==> src/rtl/adder_vector_gen.sv <==
// Operand vector source for the adder benches: emits {cin,a,b} over valid/ready,
// with random (Galois LFSR), walking-one, corner and counting patterns.
module adder_vector_gen #(
  parameter int unsigned n         = 128,
  parameter int unsigned file_size = 30000,
  parameter logic [63:0] seed      = 64'h0123456789ABCDEF
) (
  input  logic         clk,
  input  logic         rst,
  input  logic         start,
  input  logic [1:0]   mode,
  input  logic         ready,
  output logic         valid,
  output logic         cin,
  output logic [n-1:0] a,
  output logic [n-1:0] b,
  output logic [31:0]  vec_idx,
  output logic         busy,
  output logic         done
);

  localparam int unsigned LANES    = (n + 63) / 64;
  localparam int unsigned WW       = (n > 1) ? $clog2(n) : 1;
  localparam logic [63:0] SEED_EFF = (seed == 64'd0) ? 64'd1 : seed;
  localparam logic [63:0] POLY     = 64'hD800000000000000;
  localparam logic [63:0] GOLD     = 64'h9E3779B97F4A7C15;
  localparam logic [31:0] LAST     = 32'(file_size - 1);

  typedef enum logic [1:0] {S_IDLE, S_RUN, S_DONE} state_t;

  state_t         state_q, state_d;
  logic [63:0]    lfsr_q, lfsr_d;
  logic [1:0]     mode_q, mode_d;
  logic [31:0]    idx_q, idx_d;
  logic [WW-1:0]  walk_q, walk_d;
  logic           cin_q, cin_d;
  logic [n-1:0]   a_q, a_d, b_q, b_d;

  // generator inputs, muxed so a single pattern generator serves load and advance
  logic           load;
  logic [1:0]     g_mode;
  logic [31:0]    g_idx;
  logic [63:0]    g_lfsr;
  logic [WW-1:0]  g_walk;
  logic [2*n:0]   g_vec;
  logic           xfer;

  function automatic logic [63:0] lfsr_step(input logic [63:0] l);
    return l[0] ? ((l >> 1) ^ POLY) : (l >> 1);
  endfunction

  function automatic logic [2*n:0] gen_vec(input logic [1:0]    md,
                                           input logic [31:0]   k,
                                           input logic [63:0]   lf,
                                           input logic [WW-1:0] walk);
    logic [LANES*64-1:0] aw, bw;
    logic [n-1:0]        va, vb;
    logic                vc;
    aw = '0;
    bw = '0;
    va = '0;
    vb = '0;
    vc = 1'b0;
    unique case (md)
      2'd0: begin
        for (int unsigned i = 0; i < LANES; i++) begin
          aw[i*64 +: 64] = lf ^ (64'(i) * GOLD);
          bw[i*64 +: 64] = {lf[31:0], lf[63:32]} ^ (64'(i) * GOLD);
        end
        va = aw[n-1:0];
        vb = bw[n-1:0];
        vc = lf[0];
      end
      2'd1: begin
        va = n'(1) << walk;
        vb = '1;
      end
      2'd2: begin
        unique case (k[1:0])
          2'd0: ;
          2'd1: begin vc = 1'b1; va = '1; end
          2'd2: begin vc = 1'b1; va = '1; vb = '1; end
          2'd3: begin va = '1; vb = n'(1); end
        endcase
      end
      2'd3: begin
        va = n'(k);
        vb = ~va;
        vc = k[0];
      end
    endcase
    return {vc, va, vb};
  endfunction

  assign xfer  = (state_q == S_RUN) && ready;
  assign g_vec = gen_vec(g_mode, g_idx, g_lfsr, g_walk);

  always_comb begin
    state_d = state_q;
    lfsr_d  = lfsr_q;
    mode_d  = mode_q;
    idx_d   = idx_q;
    walk_d  = walk_q;
    cin_d   = cin_q;
    a_d     = a_q;
    b_d     = b_q;
    load    = 1'b0;
    unique case (state_q)
      S_IDLE, S_DONE: begin
        if (start) begin
          state_d = S_RUN;
          lfsr_d  = SEED_EFF;
          mode_d  = mode;
          idx_d   = '0;
          walk_d  = '0;
          load    = 1'b1;
        end
      end
      S_RUN: begin
        if (xfer) begin
          if (idx_q == LAST) begin
            state_d = S_DONE;
          end else begin
            idx_d  = idx_q + 32'd1;
            walk_d = (walk_q == WW'(n - 1)) ? '0 : walk_q + 1'b1;
            if (mode_q == 2'd0) lfsr_d = lfsr_step(lfsr_q);
            load = 1'b1;
          end
        end
      end
      default: state_d = S_IDLE;
    endcase
    g_mode = mode_d;
    g_idx  = idx_d;
    g_lfsr = lfsr_d;
    g_walk = walk_d;
    if (load) {cin_d, a_d, b_d} = g_vec;
  end

  always_ff @(posedge clk or posedge rst) begin
    if (rst) begin
      state_q <= S_IDLE;
      lfsr_q  <= SEED_EFF;
      mode_q  <= '0;
      idx_q   <= '0;
      walk_q  <= '0;
      cin_q   <= 1'b0;
      a_q     <= '0;
      b_q     <= '0;
    end else begin
      state_q <= state_d;
      lfsr_q  <= lfsr_d;
      mode_q  <= mode_d;
      idx_q   <= idx_d;
      walk_q  <= walk_d;
      cin_q   <= cin_d;
      a_q     <= a_d;
      b_q     <= b_d;
    end
  end

  assign valid   = (state_q == S_RUN);
  assign busy    = (state_q == S_RUN);
  assign done    = (state_q == S_DONE);
  assign cin     = cin_q;
  assign a       = a_q;
  assign b       = b_q;
  assign vec_idx = idx_q;

endmodule

==> config.mk <==
export PLATFORM = sky130hd
export DESIGN_NAME = adder_vector_gen
export DESIGN_NICKNAME = d
export VERILOG_FILES = /design/src/rtl/adder_vector_gen.sv
export SDC_FILE = /design/constraint.sdc
export NUM_CORES = 1
export LEC_CHECK = 0
export CAP_MARGIN = 20
export CORE_MARGIN = 2
export CORE_UTILIZATION = 50
export CTS_BUF_LIST = sky130_fd_sc_hd__clkbuf_16
export DETAILED_ROUTE_END_ITERATION = 16
export PLACE_DENSITY = 0.77
export SLEW_MARGIN = 20
export SYNTH_ARGS = -nofsm -noshare
export SYNTH_HDL_FRONTEND = slang
export SYNTH_SLANG_ARGS = --single-unit
export TNS_END_PERCENT = 10
==> constraint.sdc <==
create_clock -name clk -period 18.2 [get_ports clk]
set_input_delay 2.73 -clock clk [delete_from_list [all_inputs] [get_ports clk]]
set_output_delay 2.73 -clock clk [all_outputs]
set_load 0.01 [all_outputs]
==> metrics.yaml, run 1 <==
outcome:
  status: "finished clean"
worst_setup_path:
  cp.arrival_ns: 7.35
  critPathRequiredTime_ns: 18.67
  crit_path_end_kind: "flip-flop"
  cpMostUsedCell: "buf_4"
  cp_slowest_cell: "clkdlybuf4s50_1"
  cpPeakStageDelay_ns: 0.78
  critPathKind: "in -> reg"
  crit_path_start_kind: "primary input"
  cp_max_fo: 33
  path_cells: "clkdlybuf4s50_1 > nor2b_2 > buf_4 > mux2i_2 > buf_4 > inv_2 > nor2_4 > buf_4 > o211ai_1 > nand2_1 > o22a_1"
routing:
  drt_wl_total_mm: 64.7
  met2_length_mm: 27.5
  wl_per_cell_um: 27.3
  highest_layer: "met4"
  drt-pass1-iter-count: 6
  route.detailed.drc: 0
  ant_nets: 0
  dr_wl_met3_mm: 8.52
  via_per_inst: 6.56
  num_vias: 15505
  met1Wirelength_mm: 24.7
  drtIter0Drc: 2226
timing:
  period_needed_ns: 6.88
  holdWs_ns: 0.481
  post-route-period-util_pct: 37.8
  finalHoldViolCount: 0
  tns_ns: 0
  maxSlewViolCount: 0
  fin_worst_skew_ns: 0.0213
  worstMarginPinSlew_ns: 1.19
  fmax_mhz: 145
  setup_violations: 0
  max_slew_margin_pct: 19.7
  rsz0062_at_grt: "no"
cells_and_area:
  num-nets-final: 1902
  area_growth_pct: 26.2
  final_common_cell: "dfrtp_1"
  final_cell_mix: "dfrtp_1 (320), clkdlybuf4s50_1 (297), nor2_1 (249), nand2_1 (136), a21oi_1 (129)"
  stdcell_area_um2: 20700
  fin_cells: 2364
  fin_util_pct: 63.9
  drive_gt1_share_pct: 8.69
floorplanning:
  die_w_um: 185
  core_um2: 32400
  die_h_um: 185
  die_area_um2: 34200
  rows: 66
  io_pins: 298
  start_util_pct: 50.6
clocking:
  post_cts.repair.setup_buffers: 0
  clock_latency_ns: 0.54
  cts-root-buf: "clkbuf_16"
  htreeDepth: 2
  postCtsResizedCells: 0
  cts_buffers: 37
  holdBufCountCts: 0
  cts.path.max_buffers: 3
  cts.sinks: 352
  cts_tree: "yes"
  path_clk_slew_ns: 0.06
yosys:
  yosys.area.top_type: "dfrtp_1"
  yosys-top-cells-area: "dfrtp_1 (49%), nor2_1 (5.8%), dfstp_2 (5.1%)"
  ys_async_sr_fraction_pct: 100
  synth_top_flop_cell: "dfrtp_1"
  synthCells: 1673
  syn_area_per_cell_um2: 9.79
  ys_seq_area_share_pct: 54.0
  synth_fp_nets: 1683
  ys_warn_count: 0
  ys_types: 80
  synthesis.area_um2: 16400
  ys_seq_elements: 352
  synth_edf_count: 0
  yosysTopAreaCellShare_pct: 48.9
global_routing:
  grt_pass1_vias: 14632
  grt_usage_pct: 37.3
  grt_max_degree: 113
  antenna_found_initial: 1
  grt_overflow_total: 0
  grt_pass1_wl_mm: 93.8
power_and_ir_drop:
  vdd_drop_max_uv: 94.2
  power.density_nw_per_um2: 188
  total_leakage_power_nw: 8.38
placement:
  placed_cell_area_um2: 19400
  post-dp-hpwl_mm: 45.8
  post-place-cells: 2294
  port_buffers: 297
  gp_congestion: 0.998
run:
  cap_violations: 0
worst_hold_path:
  hold_class: "reg -> reg"
worst max-delay path: cells and delay by family:
family                 cells  cell delay, ns
buffers and inverters      5            2.15
AND/OR/NAND/NOR            3            1.61
AO/OA/AOI/OAI              2            0.58
multiplexers               1            0.24
layer usage:
| layer | GRT usage [%] | vias to the layer above |
|---|---|---|
| met5 | 0 | - |
| met1 | 51.8 | 7556 |
| met4 | 19.1 | 0 |
| li1 | - | 6488 |
| met2 | 53.5 | 1244 |
| met3 | 10.5 | 217 |
power breakdown:
part / switching [mW] / internal [mW]
registers: 0.291 / 1.14
logic: 0.927 / 0.771
clock network: 0.322 / 0.424
state kept, by name (all words and copies together) (netlist names):
register	flops
vec_idx	32
walk_q	7
state_q	2
lfsr_q	64
a	128
cin	1
mode_q	2
b	116
cells by family (layout without fill, tap and decap cells):
| kind of cell | count (synthesis) | after routing | synth area share (%) |
|---|---|---|---|
| multiplexers | 27 | 27 | 1.76 |
| adder cells (fa/ha/maj) | 4 | 4 | 0.306 |
| other | 0 | 1 | 0 |
| buffers and inverters | 187 | 435 | 5.58 |
| AO/OA/AOI/OAI | 451 | 451 | 19.6 |
| AND/OR/NAND/NOR | 649 | 649 | 18.6 |
| XOR/XNOR | 3 | 3 | 0.160 |
| flip-flops | 352 | 352 | 54.0 |
Yosys cell counts (all sizes together) (16+ instances only):
master	n
dfstp	32
o211ai	20
o22ai	21
and3	18
a221oi	20
clkbuf	109
nand3	55
or3	25
nor4	16
and2	20
nand2	138
a21oi	129
a31oi	26
inv	40
buf	38
mux2i	23
o22a	40
o32a	60
dfrtp	320
nor3	72
nor2	254
o21ai	46
path summary, 6_finish.rpt:
kind	startpoint	endpoint	slack, ns	cells after the start
min in group asynchronous	rst	b[71]	2.72	2
max	start	a[102]	11.32	11
min reg2reg	a[6]	a[6]	0.48	2
max reg2reg	state_q[0]	b[1]	12.66	9
min	a[6]	a[6]	0.48	2
max in group asynchronous	rst	b[57]	12.69	6
final cells by class:
class,count,area [µm²]
Clock buffer,38,951
Multi-Input combinational cell,1134,6700
Tap cell,442,553
Antenna cell,1,2.50
Inverter,40,158
Timing Repair Buffer,327,3230
Sequential cell,352,8850
Clock inverter,30,233
Fill cell,2646,11700
through the flow:
step / power (mW) / setup WS (ns)
2_1_floorplan: 2.14 / 5.76
3_3_place_gp: 3.06 / 11.15
3_5_place_dp: 3.09 / 11.09
4_1_cts: 3.84 / 11.61
5_1_grt: 4.03 / 11.30
6_report: 3.88 / 11.32
Note: power is estimated with default switching activity, not from simulation.
==> run 2, diff against run 1 <==
--- a/config.mk
+++ b/config.mk
@@ -7,7 +7,7 @@
 export LEC_CHECK = 0
 export CAP_MARGIN = 20
 export CORE_MARGIN = 2
-export CORE_UTILIZATION = 50
+export CORE_UTILIZATION = 48
 export CTS_BUF_LIST = sky130_fd_sc_hd__clkbuf_16
 export DETAILED_ROUTE_END_ITERATION = 16
 export PLACE_DENSITY = 0.77
==> constraint.sdc (replaced) <==
create_clock -name clk -period 6.3 [get_ports clk]
set_input_delay 0.945 -clock clk [delete_from_list [all_inputs] [get_ports clk]]
set_output_delay 0.945 -clock clk [all_outputs]
set_load 0.01 [all_outputs]
==> run 2 against run 1 <==
Design area up 1.1%. Cell count up 0.85%. Sequential share of layout area down 0.46 points. Clock power rose to 3.2 times the previous value. Count of clock-buffer cells in the layout up 1. Sequential power rose to 2.9 times the previous value. Worst hold slack better by 0.0020 ns. Combinational power rose to 2.9 times the previous value. Setup slack worse by 9.5 ns. Non-clock buffer count up 11. Critical path type unchanged. Critical path depth down 2. Utilization down 1.5 points.
==> metrics.yaml, run 2 (synthesis results as in run 1) <==
outcome:
  status: "finished clean"
clocking:
  holdBufCountCts: 0
  postCtsResizedCells: 0
  cts.sinks: 352
  clock_latency_ns: 0.54
  cts_tree: "yes"
  post_cts.repair.setup_buffers: 0
  htreeDepth: 2
  cts.path.max_buffers: 3
  cts-root-buf: "clkbuf_16"
  path_clk_slew_ns: 0.06
  cts_buffers: 39
routing:
  drtIter0Drc: 2362
  num_vias: 15740
  via_per_inst: 6.60
  drt-pass1-iter-count: 6
  drt_wl_total_mm: 68.6
  route.detailed.drc: 0
  wl_per_cell_um: 28.8
  ant_nets: 0
worst_setup_path:
  crit_path_start_kind: "primary input"
  crit_path_end_kind: "flip-flop"
  cp_max_fo: 12
  ff2ff_setup_slack_ns: 2.00
  critPathKind: "in -> reg"
  cp.arrival_ns: 4.92
  critPathRequiredTime_ns: 6.73
timing:
  setup_violations: 0
  holdWs_ns: 0.483
  post-route-period-util_pct: 71.3
  period_needed_ns: 4.49
  finalHoldViolCount: 0
  fin_worst_skew_ns: 0.0192
  fmax_mhz: 223
  maxSlewViolCount: 0
  rsz0062_at_grt: "no"
  worst_slack_ns: 1.81
  worstMarginPinSlew_ns: 1.32
  tns_ns: 0
  max_slew_margin_pct: 11.8
power_and_ir_drop:
  total_leakage_power_nw: 8.46
  vdd_drop_max_uv: 292
  power.density_nw_per_um2: 552
  finalPower_mw: 11.5
global_routing:
  grt_usage_pct: 38.0
  grt_max_degree: 194
  grt_overflow_total: 0
  grt_pass1_wl_mm: 100
  antenna_found_initial: 1
  grt_pass1_vias: 15062
placement:
  post-place-cells: 2311
  gp_congestion: 0.969
  dp_slack_ns: 1.45
  post-dp-hpwl_mm: 49.0
  port_buffers: 297
floorplanning:
  core_um2: 33500
  rows: 67
  die_w_um: 189
  die_h_um: 189
  start_util_pct: 48.9
  die_area_um2: 35600
  io_pins: 298
cells_and_area:
  drive_gt1_share_pct: 9.41
  multi_input_area_um2: 6690
  largest_register_ff_count: 128
  fin_cells: 2384
  area_growth_pct: 27.6
  final_cell_mix: "dfrtp_1 (320), clkdlybuf4s50_1 (297), nor2_1 (249), nand2_1 (136), a21oi_1 (129)"
  num-nets-final: 1915
  final_common_cell: "dfrtp_1"
  num-fill-cells: 2754
  regArea_um2: 8850
worst_hold_path:
  hold_class: "reg -> reg"
run:
  cap_violations: 0
run 2: cell count changes in the layout (fill, tap and decap cells not counted), moves of 3 or more:
cell and delta:
buf_12 +4, buf_4 +10, buf_6 -3, bufinv_16 +3
clkinv_1 +5, inv_1 -6
run 2: path summary, 6_finish.rpt:
kind | startpoint | endpoint | cells past startpoint
max | start | a[75] | 9
min in group asynchronous | rst | vec_idx[20] | 2
min reg2reg | a[6] | a[6] | 2
max in group asynchronous | rst | lfsr_q[26] | 4
min | a[6] | a[6] | 2
max reg2reg | vec_idx[0] | a[113] | 10
run 2: cell type report:
cell class	instances	area share, %
clock inverters	32	1.52
multi-input cells	1134	32.0
flip-flops and latches	352	42.3
clock buffers	39	4.67
inverters	40	0.736
well taps	448	2.68
repair buffers	338	16.0
diodes	1	0.0120
run 2: stage by stage:
step	util (%)	instance area [µm²]
3_3_place_gp	58.4	19600
2_1_floorplan	-	16400
5_1_grt	62.3	20900
4_1_cts	62.2	20900
3_5_place_dp	58.4	19600
6_report	62.3	20900
run 2: layer usage:
layer | part of all wire, % | vias up | global-route usage (%)
met5 | 0 | - | 0
met4 | 5.2 | 0 | 17.2
met3 | 12 | 190 | 8.05
met2 | 43 | 1153 | 55.8
met1 | 40 | 7861 | 54.2
li1 | - | 6536 | -
run 2: critical path, cell delays in order:
cell             delay, ns
clkdlybuf4s50_1       0.75
nor2b_2               0.38
mux2i_4               0.53
inv_1                 0.36
nor3_1                0.33
mux2_2                0.27
nand3_1               0.51
or3_1                 0.54
a221oi_1              0.30
run 2: power by group:
part / internal, mW / switching [mW]
combinational: 2.25 / 2.75
sequential: 3.30 / 0.866
clock: 1.38 / 0.977
total: 6.93 / 4.59
==> run 3, diff against run 2 <==
--- a/config.mk
+++ b/config.mk
@@ -7,7 +7,7 @@
 export LEC_CHECK = 0
 export CAP_MARGIN = 20
 export CORE_MARGIN = 2
-export CORE_UTILIZATION = 48
+export CORE_UTILIZATION = 50
 export CTS_BUF_LIST = sky130_fd_sc_hd__clkbuf_16
 export DETAILED_ROUTE_END_ITERATION = 16
 export PLACE_DENSITY = 0.77
==> constraint.sdc (replaced) <==
create_clock -name clk -period 4.5 [get_ports clk]
set_input_delay 0.675 -clock clk [delete_from_list [all_inputs] [get_ports clk]]
set_output_delay 0.675 -clock clk [all_outputs]
set_load 0.01 [all_outputs]
==> run 3 against run 2 <==
Cell count is 2.2% higher. Sequential power is 39% higher. Critical path depth stayed put. Utilization is 3.5 points higher. Highest routed layer unchanged.
==> metrics.yaml, run 3 (synthesis results as in run 1) <==
routing:
  drtIter0Drc: 1904
  drt-pass1-iter-count: 6
  wl_per_cell_um: 28.4
  ant_nets: 0
  via_per_inst: 6.50
  route.detailed.drc: 0
  num_vias: 15843
  drt_wl_total_mm: 69.2
global_routing:
  grt_pass1_wl_mm: 101
  grt_overflow_total: 0
  grt_pass1_vias: 15140
  grt_usage_pct: 40.6
  grt_max_degree: 131
  antenna_found_initial: 1
floorplanning:
  rows: 66
  core_um2: 32400
  die_area_um2: 34200
  die_h_um: 185
  die_w_um: 185
  start_util_pct: 50.6
  io_pins: 298
power_and_ir_drop:
  power.density_nw_per_um2: 755
  vdd_drop_max_uv: 433
  total_leakage_power_nw: 8.77
placement:
  placed_cell_area_um2: 20100
  port_buffers: 297
  dp_slack_ns: 0.654
  post-dp-hpwl_mm: 51.2
  gp_congestion: 1.00
clocking:
  post_cts.repair.setup_buffers: 0
  cts-root-buf: "clkbuf_16"
  htreeDepth: 2
  cts.sinks: 352
  holdBufCountCts: 0
  path_clk_slew_ns: 0.06
  cts_buffers: 39
  clock_latency_ns: 0.55
  postCtsResizedCells: 0
  cts.path.max_buffers: 3
  cts_tree: "yes"
cells_and_area:
  num-nets-final: 1976
  num-fill-cells: 2726
  fin_util_pct: 65.8
  final_common_cell: "dfrtp_1"
  drive_gt1_share_pct: 11.9
  stdcell_area_um2: 21300
  final_cell_mix: "dfrtp_1 (320), clkdlybuf4s50_1 (297), nor2_1 (250), nand2_1 (136), a21oi_1 (129)"
  largest_register_ff_count: 128
  area_growth_pct: 30.0
  antennaDiodeCount: 0
timing:
  fmax_mhz: 256
  period_needed_ns: 3.90
  worst_slack_ns: 0.598
  worstMarginPinSlew_ns: 1.04
  holdWs_ns: 0.487
  fin_worst_skew_ns: 0.0319
  post-route-period-util_pct: 86.7
  tns_ns: 0
  max_slew_margin_pct: 29.9
  finalHoldViolCount: 0
  maxSlewViolCount: 0
  setup_violations: 0
  rsz0062_at_grt: "no"
worst_setup_path:
  path_cells: "ha_1 > and3_2 > nand4_1 > o21ai_4 > buf_12 > nand2_1 > o22ai_1 > nor2_1 > o32a_1"
  cp_top_family: "compound AO/OA/AOI/OAI gates"
  critPathRequiredTime_ns: 4.93
  critPathKind: "reg -> reg"
  worstRegToRegCells: 9
  cpPeakStageDelay_ns: 0.91
  cp_max_fo: 35
  crit_path_end_kind: "flip-flop"
  cp_slowest_cell: "o21ai_4"
  crit_path_start_kind: "flip-flop"
  cp.arrival_ns: 4.33
  ff2ff_setup_slack_ns: 0.60
  worstReg2RegStart: "vec_idx[0]"
  worstReg2RegEnd: "b[24]"
  worst-path-buf-inv: 1
run:
  cap_violations: 0
outcome:
  status: "finished clean"
worst_hold_path:
  hold_class: "in -> async"
run 3: worst max path at each step:
| stage | depth (start not counted) | to | from |
|---|---|---|---|
| floorplan | 1 | a[0] | rst |
| global placement | 10 | a[26] | start |
| detailed placement | 10 | a[26] | start |
| CTS | 9 | b[24] | vec_idx[0] |
| global route | 9 | b[24] | vec_idx[0] |
| finish | 9 | b[24] | vec_idx[0] |
run 3: layer usage:
metal,global-route usage [%],vias up,wire [µm]
met5,0,-,0
met4,20.3,0,3990
met2,59.3,1122,30000
met1,56.1,7870,27200
met3,10.6,200,7960
li1,-,6651,-
run 3: report_power, final:
| part | switching [mW] | leakage [nW] | total (mW) | internal (mW) |
|---|---|---|---|---|
| combinational | 3.89 | 4.04 | 7.19 | 3.30 |
| sequential | 1.15 | 4.09 | 5.78 | 4.62 |
| clock | 1.33 | 0.644 | 3.12 | 1.79 |
run 3: final cells by class:
cell class | instances | area [µm²] | area share (%)
clock buffer | 40 | 1000 | 4.70
inverter | 40 | 154 | 0.722
timing repair buffer | 399 | 3830 | 18.0
multi-input combinational | 1134 | 6680 | 31.4
sequential | 352 | 8850 | 41.5
clock inverter | 30 | 239 | 1.12
tap | 442 | 553 | 2.60
run 3: worst register-to-register path: stages (launching register included):
cell and delay [ns]:
dfrtp_1 0.47, ha_1 0.24, and3_2 0.25, nand4_1 0.40
o21ai_4 0.91, buf_12 0.33, nand2_1 0.25, o22ai_1 0.33
nor2_1 0.24, o32a_1 0.41
run 3: stage by stage:
stage                     std cells  total power [mW]
after global placement         2367              12.7
final                          2437              16.1
after floorplan                1673              8.66
after detailed placement       2367              12.8
after CTS                      2437              16.0
after global routing           2437              16.7
